## src/rtl/fetch_stage_pkg.sv

```systemverilog
// ---------------------------------------------------------------------------
// fetch_stage_pkg
// Shared definitions for the instruction-fetch stage of the 5-stage RISC-V
// core: default address width, reset PC, the NOP used for bubbles/flushes,
// and the fetch FSM state encoding.
// No ports (package).
// ---------------------------------------------------------------------------
package fetch_stage_pkg;

  // Defaults for the fetch_stage parameters of the same base name
  localparam int          FETCH_XLEN      = 32;
  localparam logic [31:0] FETCH_RESET_PC  = 32'h0000_0000;
  // ADDI x0,x0,0
  localparam logic [31:0] FETCH_NOP_INSTR = 32'h0000_0013;

  typedef enum logic [2:0] {
    IDLE = 3'd0,
    REQ  = 3'd1,
    WAIT = 3'd2,
    HOLD = 3'd3,
    DROP = 3'd4
  } fetch_state_e;

endpackage : fetch_stage_pkg

```

## src/rtl/fetch_stage_if_id_reg.sv

```systemverilog
// ---------------------------------------------------------------------------
// fetch_stage_if_id_reg
// IF/ID pipeline register: holds the PC, instruction word and valid flag of
// the instruction handed to decode. Flush has priority over write-enable.
//
// Ports:
//   clock, reset  rising-edge clock, async active-high reset
//   we_i          load pc_i/instr_i/valid_i this cycle
//   flush_i       squash: instr <- NOP_INSTR, valid <- 0 (pc kept)
//   pc_i          PC of the incoming instruction
//   instr_i       incoming instruction word
//   valid_i       incoming valid flag (0 for a bubble)
//   pc_o          registered PC
//   instr_o       registered instruction
//   valid_o       registered valid flag
// ---------------------------------------------------------------------------
module fetch_stage_if_id_reg
  import fetch_stage_pkg::*;
#(
  parameter int          XLEN      = FETCH_XLEN,
  parameter logic [31:0] NOP_INSTR = FETCH_NOP_INSTR
) (
  input  logic            clock,
  input  logic            reset,
  input  logic            we_i,
  input  logic            flush_i,
  input  logic [XLEN-1:0] pc_i,
  input  logic [31:0]     instr_i,
  input  logic            valid_i,
  output logic [XLEN-1:0] pc_o,
  output logic [31:0]     instr_o,
  output logic            valid_o
);

  logic [XLEN-1:0] pc_q;
  logic [31:0]     instr_q;
  logic            valid_q;

  // A flush must win over a simultaneous write so that a squashed
  // instruction can never reach decode.
  always_ff @(posedge clock or posedge reset) begin
    if (reset) begin
      pc_q    <= '0;
      instr_q <= NOP_INSTR;
      valid_q <= 1'b0;
    end else if (flush_i) begin
      instr_q <= NOP_INSTR;
      valid_q <= 1'b0;
    end else if (we_i) begin
      pc_q    <= pc_i;
      instr_q <= instr_i;
      valid_q <= valid_i;
    end
  end

  assign pc_o    = pc_q;
  assign instr_o = instr_q;
  assign valid_o = valid_q;

endmodule : fetch_stage_if_id_reg

```

## src/rtl/fetch_stage.sv

```systemverilog
// ---------------------------------------------------------------------------
// fetch_stage
// Instruction-fetch stage of the 5-stage RISC-V core. Holds the PC, issues
// single-outstanding requests to instruction memory, buffers a response that
// decode is not yet ready for, and owns the IF/ID register. Obeys PCWrite /
// if_id_write from the hazard unit and redirects on a branch flush from EX.
//
// Optional feature macro: FETCH_PERF_CNT_EN
//   defined   -> adds saturating counters fetch_stall_cnt and flush_cnt
//   undefined -> no counter ports or logic
//
// Ports:
//   clock, reset     rising-edge clock, async active-high reset
//   enable           0 freezes all state
//   PCWrite          0 holds the PC
//   if_id_write      0 holds the IF/ID register
//   if_id_flush      redirect to branch_target and squash
//   branch_target    redirect PC
//   imem_req/addr    request valid / address to instruction memory
//   imem_ready       request accepted when imem_req & imem_ready
//   imem_rvalid/rdata one-cycle response valid / instruction
//   if_id_pc/instr/valid  IF/ID register contents
//   fetch_stall      IF/ID was loaded with a bubble due to memory latency
//   fetch_stall_cnt  (optional) enabled cycles with fetch_stall=1
//   flush_cnt        (optional) enabled cycles with if_id_flush=1
// ---------------------------------------------------------------------------
module fetch_stage
  import fetch_stage_pkg::*;
#(
  parameter int              XLEN      = FETCH_XLEN,
  parameter logic [XLEN-1:0] RESET_PC  = FETCH_RESET_PC,
  parameter logic [31:0]     NOP_INSTR = FETCH_NOP_INSTR
) (
  input  logic            clock,
  input  logic            reset,
  input  logic            enable,
  input  logic            PCWrite,
  input  logic            if_id_write,
  input  logic            if_id_flush,
  input  logic [XLEN-1:0] branch_target,
  output logic            imem_req,
  output logic [XLEN-1:0] imem_addr,
  input  logic            imem_ready,
  input  logic            imem_rvalid,
  input  logic [31:0]     imem_rdata,
  output logic [XLEN-1:0] if_id_pc,
  output logic [31:0]     if_id_instr,
  output logic            if_id_valid,
  output logic            fetch_stall
`ifdef FETCH_PERF_CNT_EN
  ,
  output logic [31:0]     fetch_stall_cnt,
  output logic [31:0]     flush_cnt
`endif
);

  localparam logic [XLEN-1:0] PC_STEP = XLEN'(4);

  fetch_state_e    state_q, state_d;
  logic [XLEN-1:0] pc_q, pc_d;
  logic [31:0]     buf_q, buf_d;
  logic            fetch_stall_q, fetch_stall_d;

  logic            ifid_we;
  logic            ifid_flush;
  logic [31:0]     ifid_instr;
  logic            ifid_valid;

  // State, PC, response buffer and stall flag.
  always_ff @(posedge clock or posedge reset) begin
    if (reset) begin
      state_q       <= IDLE;
      pc_q          <= RESET_PC;
      buf_q         <= NOP_INSTR;
      fetch_stall_q <= 1'b0;
    end else begin
      state_q       <= state_d;
      pc_q          <= pc_d;
      buf_q         <= buf_d;
      fetch_stall_q <= fetch_stall_d;
    end
  end

  // Next-state and IF/ID control. Everything holds while enable is low.
  // A flush overrides the hazard controls; where a response is still in
  // flight for the squashed PC we park in DROP to swallow it.
  always_comb begin
    state_d       = state_q;
    pc_d          = pc_q;
    buf_d         = buf_q;
    fetch_stall_d = fetch_stall_q;
    ifid_we       = 1'b0;
    ifid_flush    = 1'b0;
    ifid_instr    = buf_q;
    ifid_valid    = 1'b1;

    if (enable) begin
      fetch_stall_d = 1'b0;
      if (if_id_flush) begin
        pc_d       = branch_target;
        buf_d      = NOP_INSTR;
        ifid_flush = 1'b1;
        case (state_q)
          WAIT:    state_d = imem_rvalid ? REQ : DROP;
          REQ:     state_d = imem_ready ? DROP : REQ;
          DROP:    state_d = imem_rvalid ? REQ : DROP;
          default: state_d = REQ;
        endcase
      end else begin
        case (state_q)
          IDLE: state_d = REQ;

          REQ: begin
            if (imem_ready) state_d = WAIT;
            // Decode wants an instruction but none is available: bubble.
            if (if_id_write) begin
              ifid_we       = 1'b1;
              ifid_instr    = NOP_INSTR;
              ifid_valid    = 1'b0;
              fetch_stall_d = 1'b1;
            end
          end

          WAIT: begin
            if (imem_rvalid) begin
              buf_d = imem_rdata;
              if (if_id_write) begin
                ifid_we    = 1'b1;
                ifid_instr = imem_rdata;
                if (PCWrite) pc_d = pc_q + PC_STEP;
                state_d = REQ;
              end else begin
                state_d = HOLD;
              end
            end else if (if_id_write) begin
              ifid_we       = 1'b1;
              ifid_instr    = NOP_INSTR;
              ifid_valid    = 1'b0;
              fetch_stall_d = 1'b1;
            end
          end

          HOLD: begin
            if (if_id_write) begin
              ifid_we    = 1'b1;
              ifid_instr = buf_q;
              if (PCWrite) pc_d = pc_q + PC_STEP;
              state_d = REQ;
            end
          end

          DROP: begin
            if (imem_rvalid) state_d = REQ;
          end

          default: state_d = IDLE;
        endcase
      end
    end
  end

  assign imem_req    = (state_q == REQ);
  assign imem_addr   = pc_q;
  assign fetch_stall = fetch_stall_q;

  fetch_stage_if_id_reg #(
    .XLEN      (XLEN),
    .NOP_INSTR (NOP_INSTR)
  ) if_id_reg (
    .clock   (clock),
    .reset   (reset),
    .we_i    (ifid_we),
    .flush_i (ifid_flush),
    .pc_i    (pc_q),
    .instr_i (ifid_instr),
    .valid_i (ifid_valid),
    .pc_o    (if_id_pc),
    .instr_o (if_id_instr),
    .valid_o (if_id_valid)
  );

`ifdef FETCH_PERF_CNT_EN
  logic [31:0] stall_cnt_q, stall_cnt_d;
  logic [31:0] flush_cnt_q, flush_cnt_d;

  // Saturating event counters, advancing only on enabled cycles.
  always_comb begin
    stall_cnt_d = stall_cnt_q;
    flush_cnt_d = flush_cnt_q;
    if (enable) begin
      if (fetch_stall_q && (stall_cnt_q != 32'hFFFF_FFFF)) stall_cnt_d = stall_cnt_q + 32'd1;
      if (if_id_flush && (flush_cnt_q != 32'hFFFF_FFFF)) flush_cnt_d = flush_cnt_q + 32'd1;
    end
  end

  always_ff @(posedge clock or posedge reset) begin
    if (reset) begin
      stall_cnt_q <= '0;
      flush_cnt_q <= '0;
    end else begin
      stall_cnt_q <= stall_cnt_d;
      flush_cnt_q <= flush_cnt_d;
    end
  end

  assign fetch_stall_cnt = stall_cnt_q;
  assign flush_cnt       = flush_cnt_q;
`endif

endmodule : fetch_stage
```

## config.mk

```make
export PLATFORM = sky130hd
export DESIGN_NAME = fetch_stage
export DESIGN_NICKNAME = d
export VERILOG_FILES = /design/src/rtl/fetch_stage_pkg.sv /design/src/rtl/fetch_stage_if_id_reg.sv /design/src/rtl/fetch_stage.sv
export SDC_FILE = /design/constraint.sdc
export NUM_CORES = 1
export LEC_CHECK = 0
export ABC_AREA = 1
export CAP_MARGIN = 0
export CORE_MARGIN = 2
export CORE_UTILIZATION = 50
export CTS_CLUSTER_SIZE = 24
export DETAILED_ROUTE_END_ITERATION = 12
export PLACE_DENSITY_LB_ADDON = 0.05
export SLEW_MARGIN = 40
export SYNTH_ARGS = -nofsm -noshare
export SYNTH_HDL_FRONTEND = slang
export SYNTH_SLANG_ARGS = --single-unit
```

## constraint.sdc

```tcl
create_clock -name clock -period 6.5 [get_ports clock]
set_input_delay 1.95 -clock clock [delete_from_list [all_inputs] [get_ports clock]]
set_output_delay 1.95 -clock clock [all_outputs]
set_load 0.05 [all_outputs]
```

==> metrics.txt, run 1 <==
# TYPE chip_impl_metric gauge
chip_impl_metric{name="core-area",unit="sq um"} 13350
chip_impl_metric{name="average_cell_area_after_synthesis",unit="sq um"} 7.528
chip_impl_metric{name="count_of_buffers_from_port_buffering",unit=""} 170
chip_impl_metric{name="synth.yosys.seq_area_share",unit="%"} 48.48
chip_impl_metric{name="totalWireLength",unit="mm"} 18.50
chip_impl_metric{name="reg2reg_slack",unit="ps"} 4430
chip_impl_metric{name="cts-buffers-inserted",unit=""} 17
chip_impl_metric{name="final-hold-violation-count",unit=""} 0
chip_impl_metric{name="synth_warn",unit=""} 0
chip_impl_metric{name="cap_violations",unit=""} 0
chip_impl_metric{name="ios",unit=""} 171
chip_impl_metric{name="post-place-cells",unit=""} 1226
chip_impl_metric{name="grt_util_all_layers",unit="%"} 26.56
chip_impl_metric{name="synthCells",unit=""} 914
chip_impl_info{name="crit_path_slowest_cell",value="sky130_fd_sc_hd__buf_4"} 1
chip_impl_metric{name="synth_seq_cells",unit=""} 133
chip_impl_info{name="synth_area_leader",value="sky130_fd_sc_hd__dfrtp_1"} 1
chip_impl_metric{name="yosys.cell_types.count",unit=""} 33
chip_impl_metric{name="antenna_found_initial",unit=""} 0
chip_impl_metric{name="die_h",unit="microns"} 121.3
chip_impl_metric{name="globalplace.congestion",unit=""} 0.8627
chip_impl_metric{name="ctsResizeCount",unit=""} 0
chip_impl_metric{name="areaGrowthSynthToFinish",unit="%"} 34.99
chip_impl_metric{name="totalNegativeSetupSlack",unit="ps"} 0
chip_impl_metric{name="postCtsHoldBufs",unit=""} 0
chip_impl_metric{name="yosys.area_share.adder",unit="%"} 0.1819
chip_impl_metric{name="synth_compound_area_share",unit="%"} 13.09
chip_impl_metric{name="cts_setup_buffers",unit=""} 0
chip_impl_info{name="crit_path_cell_trace",value="clkdlybuf4s50_1 -> buf_4 -> inv_2 -> buf_4 -> o21ai_1 -> nand3_2 -> buf_4 -> inv_2 -> nand2_1 -> nand2_1 -> nand2_1 -> inv_1"} 1
chip_impl_metric{name="htreeDepth",unit=""} 4
chip_impl_metric{name="synth_largest_type_area_fraction",unit="%"} 46.19
chip_impl_metric{name="antenna-diode-count",unit=""} 0
chip_impl_metric{name="route.detailed.wl_per_inst",unit="microns"} 14.71
chip_impl_metric{name="worst_ep_required_time",unit="ps"} 6810
chip_impl_metric{name="p_leak",unit="nW"} 4.362
chip_impl_info{name="ctsRootBufferMaster",value="sky130_fd_sc_hd__clkbuf_16"} 1
chip_impl_info{name="grt_setup_unrepaired",value="false"} 1
chip_impl_metric{name="finish.cell_count_without_fillers",unit=""} 1258
chip_impl_metric{name="vdd.ir_drop.worst",unit="V"} 0.0003601
chip_impl_metric{name="clk_latency",unit="ps"} 420
chip_impl_info{name="critPathKind",value="in -> reg"} 1
chip_impl_metric{name="period_share",unit="%"} 64.41
chip_impl_metric{name="critical_path_arrival",unit="ps"} 4500
chip_impl_metric{name="fin_nets",unit=""} 1142
chip_impl_metric{name="via_per_inst",unit=""} 5.172
chip_impl_metric{name="starting_density_of_the_core",unit="%"} 51.55
chip_impl_info{name="outcome",value="completed"} 1
chip_impl_metric{name="finalClockSkew",unit="ps"} 8.426
chip_impl_metric{name="slew_violations",unit=""} 0
chip_impl_metric{name="synth-xor-area-share",unit="%"} 0
chip_impl_metric{name="vias",unit=""} 6506
chip_impl_metric{name="place_hpwl",unit="mm"} 12.73
chip_impl_metric{name="timing.critical_path.buf_inv",unit=""} 7
chip_impl_metric{name="fillCellCount",unit=""} 1125
chip_impl_metric{name="drt_iter0_drc",unit=""} 561
chip_impl_info{name="start_kind",value="primary input"} 1
chip_impl_metric{name="postRouteAntennaNets",unit=""} 0
chip_impl_metric{name="post_route_cells_drive_above_1_share",unit="%"} 7.948
chip_impl_info{name="endpoint_kind",value="register"} 1
chip_impl_metric{name="number_of_nets_in_the_synthesized_netlist",unit=""} 987
chip_impl_metric{name="post_synth_and_or_nand_nor_area_fraction",unit="%"} 30.57
chip_impl_metric{name="grt_start_max_net_pins",unit=""} 97
chip_impl_metric{name="slew_headroom",unit="%"} 55.00
chip_impl_metric{name="total_power",unit="mW"} 4.310
chip_impl_metric{name="remaining_drc_errors",unit=""} 0
chip_impl_metric{name="power.density",unit="nW/um^2"} 464.0
chip_impl_metric{name="syn_area",unit="sq um"} 6880
chip_impl_metric{name="delay_of_the_slowest_cell_on_the_worst_path",unit="ps"} 440
chip_impl_metric{name="globalRoute.totalOverflow",unit=""} 0
chip_impl_metric{name="chipWidth",unit="microns"} 121.3
chip_impl_info{name="cts_tree",value="done"} 1
chip_impl_metric{name="synth_mux_area_share",unit="%"} 0
chip_impl_metric{name="tritoncts_num_sinks",unit=""} 133
chip_impl_metric{name="grt_first_pass_wirelength",unit="mm"} 30.45
chip_impl_info{name="hold_class",value="reg -> reg"} 1
chip_impl_metric{name="least_margin_pin_slew",unit="ps"} 673.5
chip_impl_info{name="critPathTopFamily",value="buffers and inverters"} 1
chip_impl_metric{name="critical_path_peak_fanout",unit=""} 53
chip_impl_metric{name="max-clock-path-buffers",unit=""} 2
chip_impl_metric{name="max_freq",unit="GHz"} 0.2388
chip_impl_metric{name="die_area",unit="sq um"} 14710
chip_impl_metric{name="first_global_vias",unit=""} 6144
chip_impl_metric{name="finalCriticalPeriod",unit="ps"} 4187
chip_impl_metric{name="number_of_placement_rows",unit=""} 42
chip_impl_info{name="largest_cells_by_area_after_synthesis",value="sky130_fd_sc_hd__dfrtp_1, sky130_fd_sc_hd__nand2_1, sky130_fd_sc_hd__nor2_1, sky130_fd_sc_hd__a22o_1, sky130_fd_sc_hd__inv_1"} 1
chip_impl_metric{name="firstDrtPassIters",unit=""} 6
chip_impl_info{name="synth_top_family_by_area",value="simple AND/OR/NAND/NOR gates"} 1
chip_impl_metric{name="cts.reportedPaths.clkPinSlew",unit="ps"} 60
chip_impl_metric{name="setup_viol_count_final",unit=""} 0
-- placed cells by master (no fill, tap or decap), drive strengths merged --
cell type / count
nand2: 340
clkdlybuf4s50: 170
dfrtp: 127
nor2: 122
inv: 73
o21ai: 66
a21oi: 46
nand3: 46
a22o: 29
clkbuf: 19
buf: 8
dfstp: 6
clkinv: 6
bufinv: 5
nor3: 4
nand4: 4
a22oi: 3
or2: 2
clkinvlp: 2
o31ai: 2
o2111ai: 1
ha: 1
-- synthesized netlist by cell type --
cell	number
sky130_fd_sc_hd__ha_1	1
sky130_fd_sc_hd__nor3_1	3
sky130_fd_sc_hd__inv_1	65
sky130_fd_sc_hd__o21ai_0	41
sky130_fd_sc_hd__nand3_1	44
sky130_fd_sc_hd__o21ai_1	18
sky130_fd_sc_hd__or2_2	2
sky130_fd_sc_hd__a22o_1	29
sky130_fd_sc_hd__nand3_2	1
sky130_fd_sc_hd__buf_6	6
sky130_fd_sc_hd__a22oi_1	3
sky130_fd_sc_hd__nand4_2	1
sky130_fd_sc_hd__buf_2	20
sky130_fd_sc_hd__dfrtp_1	127
sky130_fd_sc_hd__dfstp_2	6
sky130_fd_sc_hd__nand2_4	1
sky130_fd_sc_hd__buf_4	7
sky130_fd_sc_hd__nor2_2	13
sky130_fd_sc_hd__nor3_2	1
sky130_fd_sc_hd__nand4_1	3
sky130_fd_sc_hd__o21ai_2	7
sky130_fd_sc_hd__o2111ai_1	1
sky130_fd_sc_hd__o31ai_1	1
sky130_fd_sc_hd__buf_1	1
sky130_fd_sc_hd__nand2_1	337
sky130_fd_sc_hd__nand3_4	1
sky130_fd_sc_hd__nor2_4	1
sky130_fd_sc_hd__clkbuf_1	8
sky130_fd_sc_hd__o31ai_4	1
sky130_fd_sc_hd__nor2_1	108
sky130_fd_sc_hd__a21oi_1	46
sky130_fd_sc_hd__nand2_2	2
sky130_fd_sc_hd__inv_2	8
-- cells by family (layout without fill, tap and decap cells) --
group / count (synthesis) / after routing
AOI/OAI and AO/OA: 147 / 147
adders and majority gates: 1 / 1
buffers and inverters: 115 / 283
DFF: 133 / 133
and+or+nand+nor: 518 / 518
-- worst register-to-register path, delay by kind of cell (launching register included) --
family / cells / cell delay [ps]
buf+inv: 4 / 970
simple gates: 6 / 500
flops: 1 / 440
compound gates: 1 / 70
-- flip-flops by register name, indices dropped and copies added (netlist names) --
| name | cells |
|---|---|
| buf_q | 32 |
| if_id_reg.instr_o | 32 |
| if_id_reg.pc_o | 32 |
| imem_addr | 32 |
| state_q | 3 |
| fetch_stall | 1 |
| if_id_reg.valid_o | 1 |
-- where the power goes --
group          switching, mW  internal (mW)  leakage (nW)
registers              0.212           1.08          1.68
logic                   1.36          0.623          2.38
clock network          0.360          0.679         0.307
-- through the flow --
stage	hold WS (ps)	worst slack, ps	utilization (%)	instance area, sq um
6_report	482.2	2313	69.58	9288
5_1_grt	509.2	2125	69.58	9288
4_1_cts	481.0	2353	69.58	9288
3_5_place_dp	464.2	1920	64.79	8648
3_3_place_gp	463.5	1972	64.50	8610
2_1_floorplan	457.4	1006	-	6880
-- metal layers --
metal	GRT usage [%]	part of all wire, %	vias up
met5	0	0	-
met4	9.195	1.3	0
met3	6.250	6.8	14
met2	42.73	48	256
met1	35.32	44	3004
li1	-	-	3232
-- final timing paths --
path	cells past startpoint	from	endpoint
worst max-delay path	12	if_id_flush	imem_addr[22]
worst min-delay path	2	if_id_reg.pc_o[0]	if_id_reg.pc_o[0]
worst max register to register	11	state_q[1]	imem_addr[22]
worst min register to register	2	if_id_reg.pc_o[0]	if_id_reg.pc_o[0]
max in group asynchronous	3	reset	state_q[0]
min in group asynchronous	2	reset	if_id_reg.pc_o[6]
-- area by class of cell --
| type | count | area (sq um) | share of cell area, % |
|---|---|---|---|
| Sequential cell | 133 | 3336 | 35.92 |
| Multi-Input combinational cell | 666 | 3038 | 32.71 |
| Timing Repair Buffer | 178 | 1773 | 19.09 |
| Clock buffer | 19 | 432.9 | 4.661 |
| Inverter | 73 | 281.5 | 3.031 |
| Tap cell | 176 | 220.2 | 2.371 |
| Clock inverter | 13 | 206.4 | 2.223 |
Power figures use the tool's default switching activity.
==> run 2, diff against run 1 <==
==> constraint.sdc (replaced) <==
create_clock -name clock -period 4.1 [get_ports clock]
set_input_delay 1.23 -clock clock [delete_from_list [all_inputs] [get_ports clock]]
set_output_delay 1.23 -clock clock [all_outputs]
set_load 0.05 [all_outputs]
==> run 2 against run 1 <==
Against the previous run: register-to-register slack got worse by 2400 ps; core utilization increased by 0.075 points; non-clock buffer count increased by 2; via count increased by 0.17%; clock power increased by 59%; global-route usage increased by 0.068 points; clock-buffer cell count unchanged; wire length increased by 1.8%; cell count increased by 0.16%; hold slack improved by 3.6 ps.
==> metrics.txt, run 2 (same netlist as run 1, synthesis figures left out) <==
# TYPE chip_impl_metric gauge
chip_impl_info{name="outcome",value="completed"} 1
chip_impl_metric{name="areaGrowthSynthToFinish",unit="%"} 35.13
chip_impl_info{name="ctsRootBufferMaster",value="sky130_fd_sc_hd__clkbuf_16"} 1
chip_impl_info{name="start_kind",value="register"} 1
chip_impl_info{name="cts_tree",value="done"} 1
chip_impl_metric{name="grt_first_pass_wirelength",unit="mm"} 30.82
chip_impl_metric{name="totalWireLength",unit="mm"} 18.83
chip_impl_metric{name="die_h",unit="microns"} 121.3
chip_impl_info{name="critPathKind",value="reg -> out"} 1
chip_impl_info{name="grt_setup_unrepaired",value="false"} 1
chip_impl_metric{name="grt_util_all_layers",unit="%"} 26.63
chip_impl_metric{name="vias",unit=""} 6517
chip_impl_metric{name="drt_iter0_drc",unit=""} 529
chip_impl_metric{name="count_of_buffers_from_port_buffering",unit=""} 170
chip_impl_metric{name="critical_path_peak_fanout",unit=""} 8
chip_impl_metric{name="period_share",unit="%"} 79.85
chip_impl_info{name="crit_path_slowest_cell",value="sky130_fd_sc_hd__clkdlybuf4s50_1"} 1
chip_impl_metric{name="slew_headroom",unit="%"} 54.25
chip_impl_metric{name="antenna_found_initial",unit=""} 0
chip_impl_metric{name="final-hold-violation-count",unit=""} 0
chip_impl_metric{name="route.detailed.wl_per_inst",unit="microns"} 14.94
chip_impl_metric{name="htreeDepth",unit=""} 4
chip_impl_metric{name="setup_viol_count_final",unit=""} 0
chip_impl_metric{name="ios",unit=""} 171
chip_impl_metric{name="power.density",unit="nW/um^2"} 737.5
chip_impl_metric{name="antenna-diode-count",unit=""} 0
chip_impl_metric{name="remaining_drc_errors",unit=""} 0
chip_impl_metric{name="via_per_inst",unit=""} 5.172
chip_impl_metric{name="core-area",unit="sq um"} 13350
chip_impl_metric{name="starting_density_of_the_core",unit="%"} 51.55
chip_impl_metric{name="p_leak",unit="nW"} 4.368
chip_impl_metric{name="reg2reg_slack",unit="ps"} 2040
chip_impl_metric{name="place_hpwl",unit="mm"} 12.72
chip_impl_metric{name="max-clock-path-buffers",unit=""} 2
chip_impl_metric{name="cap_violations",unit=""} 0
chip_impl_metric{name="globalRoute.totalOverflow",unit=""} 0
chip_impl_info{name="endpoint_kind",value="output port"} 1
chip_impl_metric{name="firstDrtPassIters",unit=""} 5
chip_impl_metric{name="globalplace.congestion",unit=""} 0.8983
chip_impl_info{name="most_common_cell_after_layout_fill_and_taps_aside",value="sky130_fd_sc_hd__nand2_1"} 1
chip_impl_metric{name="postCtsHoldBufs",unit=""} 0
chip_impl_metric{name="ctsResizeCount",unit=""} 0
chip_impl_metric{name="grt_start_max_net_pins",unit=""} 119
chip_impl_metric{name="chipWidth",unit="microns"} 121.3
chip_impl_metric{name="critical_path_arrival",unit="ps"} 2040
chip_impl_metric{name="tritoncts_num_sinks",unit=""} 133
chip_impl_info{name="hold_class",value="reg -> reg"} 1
chip_impl_metric{name="totalNegativeSetupSlack",unit="ps"} 0
chip_impl_metric{name="cts.reportedPaths.clkPinSlew",unit="ps"} 60
chip_impl_metric{name="delay_of_the_slowest_cell_on_the_worst_path",unit="ps"} 800
chip_impl_metric{name="cts_setup_buffers",unit=""} 0
chip_impl_metric{name="clk_latency",unit="ps"} 410
chip_impl_info{name="final_cell_mix",value="sky130_fd_sc_hd__nand2_1, sky130_fd_sc_hd__clkdlybuf4s50_1, sky130_fd_sc_hd__dfrtp_1"} 1
chip_impl_metric{name="postRouteAntennaNets",unit=""} 0
chip_impl_metric{name="worst_ep_required_time",unit="ps"} 2870
chip_impl_metric{name="fin_nets",unit=""} 1144
chip_impl_metric{name="post_route_cells_drive_above_1_share",unit="%"} 8.303
chip_impl_metric{name="first_global_vias",unit=""} 6226
chip_impl_metric{name="least_margin_pin_slew",unit="ps"} 681.0
chip_impl_info{name="crit_path_cell_trace",value="nor2_2 -> nand2_4 -> inv_1 -> clkdlybuf4s50_1"} 1
chip_impl_metric{name="slew_violations",unit=""} 0
chip_impl_metric{name="finalCriticalPeriod",unit="ps"} 3274
chip_impl_metric{name="number_of_placement_rows",unit=""} 42
chip_impl_metric{name="cts-buffers-inserted",unit=""} 17
chip_impl_metric{name="max_freq",unit="GHz"} 0.3054
chip_impl_metric{name="die_area",unit="sq um"} 14710
chip_impl_metric{name="vdd.ir_drop.worst",unit="V"} 0.0004531
chip_impl_metric{name="total_power",unit="mW"} 6.857
chip_impl_metric{name="finalClockSkew",unit="ps"} 9.240
[run 2: changes by cell type in the layout (fill, tap and decap cells not counted), sizes merged]
cell      before  now
inv           73   75
clkinvlp       2    4
buf            8   10
bufinv         5    4
clkinv         6    3
[run 2: power breakdown]
part,internal [mW],leakage [nW],total [mW],switching (mW)
Clock,1.06,0.308,1.65,0.596
Combinational,0.989,2.38,3.16,2.17
Sequential,1.71,1.68,2.04,0.336
Total,3.76,4.37,6.86,3.10
[run 2: worst max-delay path, delay by kind of cell (launching register included)]
kind,cells,cell delay [ps]
AND/OR/NAND/NOR,2,300
buffers and inverters,2,890
flip-flops,1,430
[run 2: layout make-up]
cell class / count / area, sq um
Clock inverter: 13 / 193.9
Inverter: 73 / 277.8
Clock buffer: 19 / 452.9
Multi-Input combinational cell: 666 / 3028
Timing Repair Buffer: 180 / 1789
Sequential cell: 133 / 3336
Fill cell: 1131 / 4050
Tap cell: 176 / 220.2
[run 2: path summary, 6_finish.rpt]
| check | start | to | depth (start not counted) |
|---|---|---|---|
| min in group asynchronous | reset | if_id_reg.pc_o[4] | 2 |
| worst max-delay path | state_q[2] | imem_req | 4 |
| worst min-delay path | if_id_reg.pc_o[4] | if_id_reg.pc_o[4] | 2 |
| max in group asynchronous | reset | imem_addr[16] | 3 |
| worst max register to register | imem_addr[3] | imem_addr[24] | 8 |
| worst min register to register | if_id_reg.pc_o[4] | if_id_reg.pc_o[4] | 2 |
[run 2: through the flow]
stage / worst slack [ps] / cells / utilization, % / instance area (sq um) / hold slack, ps
after floorplan: 1224 / 914 / - / 6884 / 457.4
after global placement: 839.7 / 1228 / 64.81 / 8651 / 470.6
after detailed placement: 805.9 / 1228 / 64.81 / 8651 / 476.6
after CTS: 816.6 / 1260 / 69.66 / 9298 / 492.6
after global routing: 760.2 / 1260 / 69.66 / 9298 / 503.7
final: 826.0 / 1260 / 69.66 / 9298 / 485.8
[run 2: routing by layer]
layer  track usage (%)  wire, microns
met1             35.28           8305
met2             43.57           8946
met3             6.344           1228
met4             7.902            348
met5                 0              0
